--- src/rtl/mem_access.sv ---
`default_nettype none
// ============================================================================
// Module   : mem_access
// Brief    : RV32 memory stage; one data-bus transaction per load/store with
//            byte enables, load alignment/extension and pipeline stall.
//            Optional macro MEM_MISALIGN_TRAP_EN traps misaligned accesses.
// Revision : 1.0 - initial release
// ============================================================================
module mem_access #(
    parameter int DATA_WIDTH     = 32,
    parameter int ADDR_WIDTH     = 32,
    parameter int TIMEOUT_CYCLES = 255
) (
    input  logic                  clk_i,
    input  logic                  rst_i,
    input  logic [4:0]            reg_waddr_i,
    input  logic                  reg_we_i,
    input  logic [DATA_WIDTH-1:0] reg_wdata_i,
    input  logic [3:0]            mem_op_i,
    input  logic [ADDR_WIDTH-1:0] mem_addr_i,
    input  logic [DATA_WIDTH-1:0] mem_data_i,
    output logic                  dbus_req_o,
    output logic                  dbus_we_o,
    output logic [ADDR_WIDTH-1:0] dbus_addr_o,
    output logic [3:0]            dbus_be_o,
    output logic [DATA_WIDTH-1:0] dbus_wdata_o,
    input  logic                  dbus_ack_i,
    input  logic [DATA_WIDTH-1:0] dbus_rdata_i,
    output logic [4:0]            reg_waddr_o,
    output logic                  reg_we_o,
    output logic [DATA_WIDTH-1:0] reg_wdata_o,
    output logic                  stall_o,
    output logic                  bus_err_o,
    output logic                  misalign_o
);

    localparam logic [3:0] c_op_lb  = 4'd1;
    localparam logic [3:0] c_op_lh  = 4'd2;
    localparam logic [3:0] c_op_lw  = 4'd3;
    localparam logic [3:0] c_op_lbu = 4'd4;
    localparam logic [3:0] c_op_lhu = 4'd5;
    localparam logic [3:0] c_op_sb  = 4'd6;
    localparam logic [3:0] c_op_sh  = 4'd7;
    localparam logic [3:0] c_op_sw  = 4'd8;

    localparam int                 c_CNT_W   = (TIMEOUT_CYCLES > 1) ? $clog2(TIMEOUT_CYCLES) : 1;
    localparam logic [c_CNT_W-1:0] c_CNT_MAX = c_CNT_W'(TIMEOUT_CYCLES - 1);

    typedef enum logic [1:0] {
        S_IDLE = 2'd0,
        S_BUSY = 2'd1,
        S_DONE = 2'd2
    } state_t;

    state_t               r_state;
    state_t               w_state_next;
    logic [c_CNT_W-1:0]   r_count;
    logic [3:0]           r_op;
    logic [1:0]           r_lane;
    logic [31:0]          r_rdata;

    logic                 w_is_load;
    logic                 w_is_store;
    logic                 w_misalign;
    logic [3:0]           w_be;
    logic [31:0]          w_wdata;
    logic                 w_issue;
    logic                 w_trap;
    logic                 w_timeout;
    logic [7:0]           w_byte;
    logic [15:0]          w_half;
    logic [31:0]          w_load_data;
    logic                 w_done_load;

    assign w_is_load  = (mem_op_i >= c_op_lb) && (mem_op_i <= c_op_lhu);
    assign w_is_store = (mem_op_i >= c_op_sb) && (mem_op_i <= c_op_sw);

`ifdef MEM_MISALIGN_TRAP_EN
    assign w_misalign = (((mem_op_i == c_op_lh) || (mem_op_i == c_op_lhu) || (mem_op_i == c_op_sh))
                         && mem_addr_i[0])
                     || (((mem_op_i == c_op_lw) || (mem_op_i == c_op_sw))
                         && (mem_addr_i[1:0] != 2'b00));
`else
    assign w_misalign = 1'b0;
`endif

    // Lane selection ignores low address bits that do not fit the access size.
    always_comb begin
        w_be    = 4'b0000;
        w_wdata = mem_data_i;
        case (mem_op_i)
            c_op_lb, c_op_lbu, c_op_sb: begin
                w_be    = 4'b0001 << mem_addr_i[1:0];
                w_wdata = {4{mem_data_i[7:0]}};
            end
            c_op_lh, c_op_lhu, c_op_sh: begin
                w_be    = mem_addr_i[1] ? 4'b1100 : 4'b0011;
                w_wdata = {2{mem_data_i[15:0]}};
            end
            c_op_lw, c_op_sw: w_be = 4'b1111;
            default:          w_be = 4'b0000;
        endcase
    end

    assign w_byte = r_rdata[{r_lane, 3'b000} +: 8];
    assign w_half = r_lane[1] ? r_rdata[31:16] : r_rdata[15:0];

    always_comb begin
        w_load_data = 32'h0;
        w_done_load = 1'b1;
        case (r_op)
            c_op_lb:  w_load_data = {{24{w_byte[7]}}, w_byte};
            c_op_lbu: w_load_data = {24'h0, w_byte};
            c_op_lh:  w_load_data = {{16{w_half[15]}}, w_half};
            c_op_lhu: w_load_data = {16'h0, w_half};
            c_op_lw:  w_load_data = r_rdata;
            default:  w_done_load = 1'b0;
        endcase
    end

    always_comb begin
        w_state_next = r_state;
        w_issue      = 1'b0;
        w_trap       = 1'b0;
        w_timeout    = 1'b0;
        stall_o      = 1'b0;
        reg_waddr_o  = 5'd0;
        reg_we_o     = 1'b0;
        reg_wdata_o  = '0;
        case (r_state)
            S_IDLE: begin
                if (w_is_load || w_is_store) begin
                    stall_o = 1'b1;
                    if (w_misalign) begin
                        w_trap       = 1'b1;
                        w_state_next = S_DONE;
                    end else begin
                        w_issue      = 1'b1;
                        w_state_next = S_BUSY;
                    end
                end else begin
                    reg_waddr_o = reg_waddr_i;
                    reg_we_o    = reg_we_i;
                    reg_wdata_o = reg_wdata_i;
                end
            end
            S_BUSY: begin
                stall_o = 1'b1;
                if (dbus_ack_i) begin
                    w_state_next = S_DONE;
                end else if (r_count == c_CNT_MAX) begin
                    w_timeout    = 1'b1;
                    w_state_next = S_DONE;
                end
            end
            S_DONE: begin
                reg_waddr_o  = reg_waddr_i;
                if (w_done_load && !bus_err_o && !misalign_o) begin
                    reg_we_o    = reg_we_i;
                    reg_wdata_o = w_load_data;
                end
                w_state_next = S_IDLE;
            end
            default: w_state_next = S_IDLE;
        endcase
    end

    always_ff @(posedge clk_i) begin
        if (rst_i) begin
            r_state      <= S_IDLE;
            r_count      <= '0;
            r_op         <= 4'd0;
            r_lane       <= 2'd0;
            r_rdata      <= 32'h0;
            dbus_req_o   <= 1'b0;
            dbus_we_o    <= 1'b0;
            dbus_addr_o  <= '0;
            dbus_be_o    <= 4'b0000;
            dbus_wdata_o <= '0;
            bus_err_o    <= 1'b0;
            misalign_o   <= 1'b0;
        end else begin
            r_state    <= w_state_next;
            bus_err_o  <= w_timeout;
            misalign_o <= w_trap;
            if (r_state == S_IDLE) begin
                r_op   <= mem_op_i;
                r_lane <= mem_addr_i[1:0];
            end
            if (w_issue) begin
                dbus_req_o   <= 1'b1;
                dbus_we_o    <= w_is_store;
                dbus_addr_o  <= {mem_addr_i[ADDR_WIDTH-1:2], 2'b00};
                dbus_be_o    <= w_be;
                dbus_wdata_o <= w_wdata;
                r_count      <= '0;
            end
            if (r_state == S_BUSY) begin
                if (dbus_ack_i) begin
                    r_rdata    <= dbus_rdata_i;
                    dbus_req_o <= 1'b0;
                end else if (w_timeout) begin
                    dbus_req_o <= 1'b0;
                end else begin
                    r_count <= r_count + 1'b1;
                end
            end
        end
    end

endmodule
`default_nettype wire

--- config.mk ---
export PLATFORM = sky130hd
export DESIGN_NAME = mem_access
export DESIGN_NICKNAME = d
export VERILOG_FILES = /design/src/rtl/mem_access.sv
export SDC_FILE = /design/constraint.sdc
export NUM_CORES = 1
export LEC_CHECK = 0
export ABC_AREA = 1
export CAP_MARGIN = 20
export CELL_PAD_IN_SITES_DETAIL_PLACEMENT = 0
export CELL_PAD_IN_SITES_GLOBAL_PLACEMENT = 1
export CORE_AREA = 2 2 104 206
export DETAILED_ROUTE_END_ITERATION = 8
export DIE_AREA = 0 0 106 208
export GPL_TIMING_DRIVEN = 0
export PLACE_DENSITY = 0.94
export SLEW_MARGIN = 20
export SYNTH_ARGS = -nofsm -noshare
export SYNTH_HDL_FRONTEND = slang
export SYNTH_SLANG_ARGS = --single-unit
--- constraint.sdc ---
create_clock -name clk_i -period 3.05 [get_ports clk_i]
set_clock_uncertainty 0.15 [all_clocks]
set_input_delay 0.7625 -clock clk_i [delete_from_list [all_inputs] [get_ports clk_i]]
set_output_delay 0.7625 -clock clk_i [all_outputs]
set_load 0.03 [all_outputs]
After elaboration in Yosys (flattened, before gate mapping)
Index checks and enable logic that the tools add are counted.
Cells by class
  equal/unequal tests: 18
  multiplexer cells: 32
  reduce and logical (&&, ||, !) cells: 12
  shift-type cells: 2
  add/sub/neg operators: 1
  magnitude comparators: 4
Operators with widths (count)
  32-bit one-hot mux with 5 select lines: 1
  32-bit one-hot mux with 2 select lines: 2
  32-bit 2-to-1 mux: 2
  8-bit 2-to-1 mux: 4
  32-bit by 6-bit indexed part select with 8-bit output: 1
  4-bit by 3-bit equality test with 1-bit output (second input constant): 6
  4-bit by 2-bit equality test with 1-bit output (second input constant): 4
  16-bit 2-to-1 mux: 1
  1-bit 2-to-1 mux: 12
  4-bit one-hot mux with 3 select lines: 1
  5-bit one-hot mux with 2 select lines: 1
  8-bit by 1-bit adder with 8-bit output (second input constant): 1
  4-bit by 1-bit equality test with 1-bit output (second input constant): 2
  8-bit equality test (second input constant): 1
  2-bit 2-to-1 mux: 3
  3-bit OR reduction: 2
  5-bit 2-to-1 mux: 1
  5-bit OR reduction: 1
  4-bit equality test (second input constant): 1
  4-bit by 1-bit greater-or-equal comparator with 1-bit output (second input constant): 1
  4-bit by 3-bit greater-or-equal comparator with 1-bit output (second input constant): 1
  4-bit by 3-bit less-or-equal comparator with 1-bit output (second input constant): 1
  4-bit less-or-equal comparator (second input constant): 1
  4-bit 2-to-1 mux: 1
  13 further kinds: 17
Word-level totals
  logic and storage cells: 80
  register bits after elaboration: 117

Logic depth before layout (Yosys ltp)
Gate-level depths: netlist of run 1.
  depth in word-level cells: 9
  mapped depth: 11

Least setup slack after synthesis of run 1
No wires, ideal clock.
  kind: input to output
  start: input mem_op_i[3]
  end: output reg_we_o
  arrival time: 1.847 ns
  cell stages on the path: 5
  slack: 0.291 ns
  cells stage by stage: nor2_2 -> nand2_1 -> nand2_1 -> nand2_1 -> a21boi_0
On the way
  word-level cells in the longest chain between the ends: 5
RTL lines
  from (decl): line 19  | input logic [3:0] mem_op_i,
  4-bit by 1-bit greater-or-equal comparator with 1-bit output, or another cell as far along: line 75  | assign w_is_load = (mem_op_i >= c_op_lb) && (mem_op_i <= c_op_lhu);
  1-bit logical AND, on equally long branches: line 75, 76
  1-bit logical OR *: line 132  | if (w_is_load || w_is_store) begin
  1-bit 2-to-1 mux *: line 132
  1-bit one-hot mux with 2 select lines *: line 130  | case (r_state)
  to (decl): line 30  | output logic reg_we_o,
Every way passes the cells marked *; elsewhere a longest branch is shown, timed or not.

Worst setup path in the final report of run 1
  start: register r_lane[1]
  end: output reg_wdata_o[4]
On the way
  word-level cells in the longest chain between the ends: 4
RTL lines
  from (decl): line 59  | logic [1:0] r_lane;
  from (signal assigned): line 188  | r_lane <= mem_addr_i[1:0];
  32-bit by 6-bit indexed part select with 8-bit output or 16-bit 2-to-1 mux (tied branches): line 105, 106
  32-bit one-hot mux with 5 select lines *: line 111  | case (r_op)
  32-bit 2-to-1 mux *: line 158  | if (w_done_load && !bus_err_o && !misalign_o) begin
  32-bit one-hot mux with 2 select lines *: line 130
  to (decl): line 31  | output logic [DATA_WIDTH-1:0] reg_wdata_o,
Marked as above.

==> out/metrics.yaml, run 1 <==
final_layout:
  finalNetCount: 1416
  layout-drive-gt1-share: 0.127
  final_area_mm2: 0.00974
  final_cell_mix: "396 x nand2_1, 203 x clkdlybuf4s50_1, 114 x a21oi_1, 114 x dfxtp_1, 76 x nor2_1"
  syn2layout_area_growth_pct: 56.9
  instances_no_fill: 1552
  diodes: 0
  final_common_cell: "nand2_1"
worst_setup_path:
  crit_arrival_ps: 2050
  crit_family: "buffers and inverters"
  slowest_stage: "o21ai_0"
  cp.required_ps: 2140
  cp-start-kind: "register"
  critPathMaxStageDelay_ps: 320
  endpoint_kind: "output pin"
  crit_fanout: 10
  critPathKind: "reg2out"
  crit_chain: "buf_2, buf_4, o21ai_0, nand3_1, nand2_1, inv_1, nand2_1, nand2_1, nand2_1, buf_6"
  worst-path-buf-inv: 4
  cpMostUsedCell: "nand2_1"
yosys:
  syn-instance-count: 998
  ys_warn_count: 0
  ys_seq_elements: 117
  synth_flop_cell: "dfxtp_1"
  seq_area_frac_synth: 0.377
  synth.cell_area_mm2: 0.00621
  async_flop_share: 0
  syn_area_per_cell_um2: 6.22
  netlist-cell-type-count: 34
  synth_edf_count: 0
grt:
  antenna_found_initial: 0
  grt_max_degree: 20
  grtUsageTotal: 0.225
  overflow: 0
  grt_pass1_vias: 7060
  grt_pass1_wl_um: 38200
status:
  status: "completed"
die:
  dieHeight_um: 208
  fp.dieW_um: 106
  rows: 74
  ios: 252
  initial_core_util: 0.303
  die-area_mm2: 0.0220
  coreArea_mm2: 0.0205
clock_tree:
  cts_buffers: 17
  clkLatencyLatePin_ps: 420
  clockRootBuffer: "clkbuf_16"
  numClockSinks: 117
  htree_levels: 4
  holdBufCountCts: 0
  clk_pin_slew_ps: 60
  cts_tree: "yes"
  clockBufferDepth: 2
pwr:
  ir_worst_vdd_mv: 0.452
  power.density_mw_per_mm2: 536
  p_total_mw: 5.22
  p_leak_nw: 4.36
route:
  via_count: 7135
  wl_per_cell_um: 16.0
  ant_nets: 0
  routed_wl_um: 24900
  drc: 0
  firstDrtPassIters: 5
  drt-initial-drc-count: 355
  via_per_inst: 4.60
placement:
  dpl.hpwl_um: 19700
  dp.cells: 1512
  place_area_mm2: 0.00901
  port_buffers: 246
  gp_congestion: 0.979
sta:
  fin_crit_ps: 2960
  relSlewSlack: 0.566
  tightest_slew_ps: 651
  hold_viol_final: 0
  period_share: 0.972
  setup_viol: 0
  drv_slew: 0
  finalSetupTns_ps: 0
  max_freq_ghz: 0.337
  whs_ps: 312
job:
  cap_viol_max_count: 0
min_path:
  hp-class: "reg2reg"
[logic make-up after synthesis]
logic type                 share of synthesized area
adders and majority gates                    0.00403
buffers and inverters                          0.108
and+or+nand+nor                                0.365
xor gates and xnor gates                     0.00141
other                                       0.000604
DFF                                            0.377
AOI/OAI and AO/OA                              0.144
[worst paths after layout]
kind | depth (start not counted) | from | to | slack, ps
setup / recovery | 10 | r_lane[1]$_SDFFE_PP0P_ | reg_wdata_o[4] | 90
setup reg to reg | 7 | r_state[1]$_SDFFE_PP0P_ | r_rdata[3]$_SDFFE_PP0P_ | 1260
hold reg to reg | 2 | dbus_addr_o[9]$_SDFFE_PP0P_ | dbus_addr_o[9]$_SDFFE_PP0P_ | 310
hold / removal | 2 | dbus_addr_o[9]$_SDFFE_PP0P_ | dbus_addr_o[9]$_SDFFE_PP0P_ | 310
[stage by stage]
stage                util  setup slack, ps
floorplan               -              291
global placement    0.440            -1110
detailed placement  0.440            -1090
CTS                 0.473            0.508
global route        0.476            -5.47
finish              0.476             85.8
[sequential cells by signal, summed over array words and instances (netlist names), 2 cells and up]
| name | count |
|---|---|
| r_lane | 2 |
| dbus_be_o | 4 |
| r_count | 8 |
| r_rdata | 32 |
| dbus_wdata_o | 32 |
| r_op | 4 |
| r_state | 2 |
| dbus_addr_o | 30 |
[repair_timing]
item                       4_1_cts  5_1_grt
buffers inserted                 3        5
setup endpoints to repair       39       33
cloned                           1        0
pin swaps                        3        7
resized for setup              258       22
[synth_stat cells, drive strengths merged (2+ instances only)]
| cell | number | area share |
|---|---|---|
| dfxtp | 117 | 0.38 |
| inv | 81 | 0.049 |
| nor3 | 10 | 0.011 |
| a21oi | 114 | 0.092 |
| nand3 | 55 | 0.045 |
| nor2 | 84 | 0.055 |
| nand2 | 407 | 0.25 |
| clkbuf | 17 | 0.010 |
| ha | 2 | 0.0040 |
| o21ai | 54 | 0.044 |
| buf | 44 | 0.048 |
| o211ai | 2 | 0.0024 |
[worst register-to-register path: cells and delay by family (launching register included)]
family,cells,cell delay [ps]
AO/OA/AOI/OAI,2,310
AND/OR/NAND/NOR,2,320
buffers and inverters,3,610
flip-flops,1,330
[layout make-up]
type                    count  area (um2)
flip-flops and latches    117        2350
multi-input cells         741        3240
well taps                 266         333
fillers                  2153       10700
clock inverters            15         194
clock buffers              17         425
inverters                  81         319
plain buffers              60         402
repair buffers            255        2480
[where the power goes]
part	internal, mW	switching (mW)
clock network	1.31	0.811
registers	1.65	0.0725
logic	0.578	0.803
total	3.53	1.69
[routing by layer]
| metal | up-vias | share of wire | track usage |
|---|---|---|---|
| met1 | 3162 | 0.34 | 0.205 |
| met4 | 0 | 0.056 | 0.136 |
| met5 | - | 0 | 0 |
| met2 | 224 | 0.57 | 0.450 |
| li1 | 3686 | - | - |
| met3 | 63 | 0.038 | 0.0354 |
Power figures use the tool's default switching activity.
==> inputs of run 2 (changes only) <==
--- a/config.mk
+++ b/config.mk
@@ -9,11 +9,11 @@
 export CAP_MARGIN = 20
 export CELL_PAD_IN_SITES_DETAIL_PLACEMENT = 0
 export CELL_PAD_IN_SITES_GLOBAL_PLACEMENT = 1
-export CORE_AREA = 2 2 104 206
+export CORE_AREA = 2 2 107 212
 export DETAILED_ROUTE_END_ITERATION = 8
-export DIE_AREA = 0 0 106 208
+export DIE_AREA = 0 0 109 214
 export GPL_TIMING_DRIVEN = 0
-export PLACE_DENSITY = 0.94
+export PLACE_DENSITY = 0.9
 export SLEW_MARGIN = 20
 export SYNTH_ARGS = -nofsm -noshare
 export SYNTH_HDL_FRONTEND = slang
==> constraint.sdc (replaced) <==
create_clock -name clk_i -period 3.3 [get_ports clk_i]
set_clock_uncertainty 0.15 [all_clocks]
set_input_delay 0.825 -clock clk_i [delete_from_list [all_inputs] [get_ports clk_i]]
set_output_delay 0.825 -clock clk_i [all_outputs]
set_load 0.03 [all_outputs]
==> out/metrics.yaml, run 2 (synthesized netlist as in run 1, its figures left out) <==
die:
  die-area_mm2: 0.0233  # +5.8%
  dieHeight_um: 214  # +2.9%
  coreArea_mm2: 0.0216  # +5.5%
  fp.dieW_um: 109  # +2.8%
  initial_core_util: 0.288  # -0.0158
  rows: 76  # +2.7%
  ios: 252  # unchanged
sta:
  finalSetupTns_ps: 0  # unchanged
  max_freq_ghz: 0.317
  period_share: 0.955
  hold_viol_final: 0  # unchanged
  rsz0062_at_grt: "false"
  tightest_slew_ps: 622  # -28.9 ps
  whs_ps: 312  # +0.134 ps
  drv_slew: 0  # unchanged
  relSlewSlack: 0.585  # +0.0193
  setup_viol: 0  # unchanged
  fin_crit_ps: 3150
min_path:
  hp-class: "reg2reg"
clock_tree:
  cts_tree: "yes"
  clkLatencyLatePin_ps: 430  # about the same
  clk_pin_slew_ps: 50  # about the same
  clockBufferDepth: 2  # unchanged
  cts_buffers: 17  # unchanged
  htree_levels: 4  # unchanged
  clockRootBuffer: "clkbuf_16"
  numClockSinks: 117  # unchanged
final_layout:
  finalNetCount: 1408  # -0.56%
  fin_util: 0.444  # -0.0320
  layout-drive-gt1-share: 0.110  # -0.0172
  final_common_cell: "nand2_1"
  syn2layout_area_growth_pct: 54.4
  final_cell_mix: "399 x nand2_1, 203 x clkdlybuf4s50_1, 117 x dfxtp_1"
  diodes: 0  # unchanged
  largestRegisters: "dbus_wdata_o x32, r_rdata x32, dbus_addr_o x30"
pwr:
  power.density_mw_per_mm2: 495  # -7.7%
  ir_worst_vdd_mv: 0.440  # -2.6%
  p_leak_nw: 4.28  # -1.9%
  p_total_mw: 4.74  # -9.1%
worst_setup_path:
  endpoint_kind: "output pin"
  crit_family: "buffers and inverters"
  cpMostUsedCell: "nand2_1"
  crit_chain: "buf_2, o21ai_0, nand2_1, nand2_1, buf_2, nand3_1, nand2_1, nand2_1, buf_4"
  cp-start-kind: "register"
  worst-path-buf-inv: 3  # -1
  critPathMaxStageDelay_ps: 330  # about the same
  crit_fanout: 10  # unchanged
  crit_arrival_ps: 2180  # +130 ps
  critPathKind: "reg2out"
  slowest_stage: "buf_2"
  cp.required_ps: 2320  # +180 ps
grt:
  grtUsageTotal: 0.215  # -0.0102
  antenna_found_initial: 0  # unchanged
  overflow: 0  # unchanged
  grt_pass1_wl_um: 37600  # -1.7%
  grt_pass1_vias: 6969  # -1.3%
  grt_max_degree: 20  # unchanged
route:
  via_count: 7195  # +0.84%
  firstDrtPassIters: 5  # unchanged
  drt-initial-drc-count: 254  # -28%
  wl_per_cell_um: 16.2  # +1.2%
  routed_wl_um: 25200  # +1.2%
  ant_nets: 0  # unchanged
  drc: 0  # unchanged
  via_per_inst: 4.64  # +0.91%
placement:
  dpl.hpwl_um: 20000  # +1.6%
  gp_congestion: 0.905  # -7.6%
  port_buffers: 246  # unchanged
status:
  status: "completed"
job:
  cap_viol_max_count: 0  # unchanged
==> run 2: area by class of cell <==
type / count / area, um2
Buffer: 60 / 379
Multi-Input combinational cell: 741 / 3230
Fill cell: 2226 / 12000
Inverter: 81 / 312
Clock inverter: 8 / 123
Timing Repair Buffer: 247 / 2370
Clock buffer: 24 / 482
Tap cell: 273 / 342
Sequential cell: 117 / 2340
==> run 2: final timing paths <==
kind / cells after the start / start / slack (ps) / to
setup / recovery: 9 / r_lane[0]$_SDFFE_PP0P_ / 150 / reg_wdata_o[25]
hold / removal: 2 / dbus_addr_o[13]$_SDFFE_PP0P_ / 310 / dbus_addr_o[13]$_SDFFE_PP0P_
setup reg to reg: 7 / r_state[1]$_SDFFE_PP0P_ / 1410 / r_rdata[10]$_SDFFE_PP0P_
hold reg to reg: 2 / dbus_addr_o[13]$_SDFFE_PP0P_ / 310 / dbus_addr_o[13]$_SDFFE_PP0P_
==> run 2: worst min-delay path: stages (launching register included) <==
cell	delay, ps
dfxtp_1	300
nand2_1	60
a21oi_1	60
==> run 2: per-stage QoR <==
| step | cell area, um2 | setup slack (ps) | cells |
|---|---|---|---|
| 6_report | 9580 | 150 | 1551 |
| 2_1_floorplan | 6210 | 416 | 1000 |
| 3_5_place_dp | 9020 | -1020 | 1519 |
| 4_1_cts | 9560 | 19.4 | 1550 |
| 5_1_grt | 9580 | 27.4 | 1551 |
| 3_3_place_gp | 9020 | -1020 | 1519 |
==> run 2: power by group <==
part / internal [mW] / switching [mW] / total [mW]
Combinational: 0.504 / 0.736 / 1.24
Sequential: 1.52 / 0.0667 / 1.59
Clock: 1.24 / 0.670 / 1.91
==> run 2: repair_timing <==
action	in CTS	in global routing
endpoints found under the setup margin	39	37
resized for setup	242	2
buffers inserted	0	1
endpoints found under the hold margin	0	0
hold buffers	0	0
pin swaps	1	1
==> run 2: layer usage <==
layer	share of wire	track usage	up-vias
met2	0.56	0.424	231
met4	0.052	0.125	0
met1	0.34	0.191	3251
li1	-	-	3660
met3	0.050	0.0408	53
met5	0	0	-
==> inputs of run 3 (changes only) <==
--- a/config.mk
+++ b/config.mk
@@ -14,6 +14,7 @@
 export DIE_AREA = 0 0 109 214
 export GPL_TIMING_DRIVEN = 0
 export PLACE_DENSITY = 0.9
+export SKIP_CTS_REPAIR_TIMING = 1
 export SLEW_MARGIN = 20
 export SYNTH_ARGS = -nofsm -noshare
 export SYNTH_HDL_FRONTEND = slang
==> out/metrics.yaml, run 3 (synthesized netlist as in run 1, its figures left out) <==
final_layout:
  layout-drive-gt1-share: 0.105  # -0.00469
  final_common_cell: "nand2_1"
  diodes: 0  # unchanged
  syn2layout_area_growth_pct: 53.7
  instances_no_fill: 1551  # unchanged
  finalNetCount: 1408  # unchanged
  final_cell_mix: "399 x nand2_1, 203 x clkdlybuf4s50_1, 117 x dfxtp_1"
  fin_util: 0.442  # -0.00180
  largestRegisters: "dbus_wdata_o x32, r_rdata x32, dbus_addr_o x30"
clock_tree:
  clk_pin_slew_ps: 60  # about the same
  clockBufferDepth: 2  # unchanged
  htree_levels: 4  # unchanged
  clkLatencyLatePin_ps: 420  # about the same
  cts_buffers: 17  # unchanged
  cts_tree: "yes"
  clockRootBuffer: "clkbuf_16"
  numClockSinks: 117  # unchanged
worst_setup_path:
  reg2reg_depth: 7  # unchanged
  r2r-start: "r_state[1]$_SDFFE_PP0P_"
  slowest_stage: "dfxtp_1"
  crit_family: "buffers and inverters"
  cp-start-kind: "register"
  crit_arrival_ps: 2190  # about the same
  crit_chain: "buf_2, o21ai_0, nand2_1, nand2_1, buf_2, nand3_1, nand2_1, nand2_1, clkbuf_2"
  reg2reg_slack_ps: 1420  # about the same
  cpMostUsedCell: "nand2_1"
  r2r_end: "r_rdata[3]$_SDFFE_PP0P_"
  endpoint_kind: "output pin"
  critPathMaxStageDelay_ps: 330  # about the same
  critPathKind: "reg2out"
  worst-path-buf-inv: 3  # unchanged
  crit_fanout: 10  # unchanged
  cp.required_ps: 2320  # about the same
grt:
  grt_pass1_wl_um: 37600  # +0.20%
  antenna_found_initial: 0  # unchanged
  overflow: 0  # unchanged
  use_met2: 0.425  # +0.000828
  grt.busiest_layer: "met2"
  grtUsageTotal: 0.216  # +0.000679
  grt.met1_usage: 0.191  # unchanged
  use_met3: 0.0408  # unchanged
  grt_pass1_vias: 6978  # +0.13%
  grt_max_degree: 17  # -15%
placement:
  port_buffers: 246  # unchanged
  gp_congestion: 0.905  # unchanged
  dpl.hpwl_um: 20000  # unchanged
  dp.cells: 1519  # unchanged
pwr:
  p_seq_frac: 0.336  # about the same
  power.density_mw_per_mm2: 496  # +0.12%
  switching_share: 0.311  # +0.000836
  p_leak_nw: 4.38  # +2.3%
  internal_power_mw: 3.26  # -0.41%
  switching_power_mw: 1.47  # about the same
  p_comb_frac: 0.259  # -0.003
  ir_worst_vdd_mv: 0.434  # -1.5%
  p_total_mw: 4.73  # -0.29%
  p_clk_frac: 0.405  # +0.002
min_path:
  holdCritStartpoint: "dbus_addr_o[13]$_SDFFE_PP0P_"
  whs_endpoint: "dbus_addr_o[13]$_SDFFE_PP0P_"
  min_path_cells: 2  # unchanged
  hp-class: "reg2reg"
sta:
  setup_viol: 0  # unchanged
  relSlewSlack: 0.582  # -0.00346
  hold_viol_final: 0  # unchanged
  drv_slew: 0  # unchanged
  fin_crit_ps: 3170  # +19.0 ps
  period_share: 0.960  # +0.00576
  rsz0062_at_grt: "false"
  max_freq_ghz: 0.316  # -0.60%
  tightest_slew_ps: 627  # +5.19 ps
route:
  drt-initial-drc-count: 272  # +7.1%
  drc: 0  # unchanged
  wl_per_cell_um: 16.3  # +0.58%
  routed_wl_um: 25300  # +0.58%
  firstDrtPassIters: 5  # unchanged
  ant_nets: 0  # unchanged
  via_count: 7199  # +0.056%
  via_per_inst: 4.64  # about the same
die:
  initial_core_util: 0.288  # unchanged
  ios: 252  # unchanged
  die-area_mm2: 0.0233  # unchanged
  coreArea_mm2: 0.0216  # unchanged
  fp.dieW_um: 109  # unchanged
  dieHeight_um: 214  # unchanged
  rows: 76  # unchanged
status:
  status: "completed"
job:
  cap_viol_max_count: 0  # unchanged
[run 3: cell types whose count changed in the layout (fill, tap and decap cells not counted), sizes merged]
cell / delta
dlymetal6s2s: +10
dlygate4sd2: -3
clkdlybuf4s15: -3
buf: -25
clkbuf: +21
inv: -1
clkinv: +1
[run 3: how the worst max path moves through the flow]
stage / startpoint / cells past startpoint / slack, ps / to
floorplan: mem_op_i[3] / 5 / 420 / reg_we_o
global placement: mem_op_i[1] / 11 / -1020 / reg_wdata_o[8]
detailed placement: mem_op_i[1] / 11 / -1020 / reg_wdata_o[8]
CTS: mem_op_i[1] / 11 / -1030 / reg_wdata_o[8]
global route: r_op[3]$_SDFFE_PP0P_ / 9 / 0.7 / reg_wdata_o[21]
finish: r_lane[0]$_SDFFE_PP0P_ / 9 / 130 / reg_wdata_o[27]
[run 3: worst reg2reg max path, stage by stage (launching register included)]
cell and delay [ps]:
dfxtp_1 320, inv_1 60, nand2_1 130, inv_1 150, nand2_1 240, clkbuf_1 430, o21ai_0 190, a21oi_1 140
[run 3: metrics by stage]
step	area (um2)	TNS [ps]	worst slack, ps	hold slack, ps
global route	9540	0	0.740	330
finish	9540	0	131	313
detailed placement	9020	-36020	-1020	306
global placement	9020	-36440	-1020	299
CTS	9620	-36340	-1030	313
floorplan	6210	0	416	288
[run 3: routing by layer]
layer  vias up  routed length (um)
met5         -                   0
met4         0                1340
met3        54                1330
met2       241               14200
met1      3245                8460
li1       3659                   -
[run 3: power groups by stage]
stage          Clock, mW  Combinational [mW]  Sequential (mW)
2_1_floorplan          0               0.540             1.75
6_report            1.91                1.23             1.59
4_1_cts             1.96                1.26             1.59
3_5_place_dp           0                1.25             1.62
3_3_place_gp           0                1.25             1.61
5_1_grt             2.02                1.33             1.60
[run 3: layout make-up]
| class | count | area, um2 |
|---|---|---|
| fillers | 2250 | 12000 |
| inverters | 81 | 309 |
| well taps | 273 | 342 |
| clock inverters | 8 | 123 |
| flip-flops and latches | 117 | 2340 |
| repair buffers | 246 | 2330 |
| plain buffers | 61 | 375 |
| clock buffers | 24 | 482 |
| multi-input cells | 741 | 3230 |
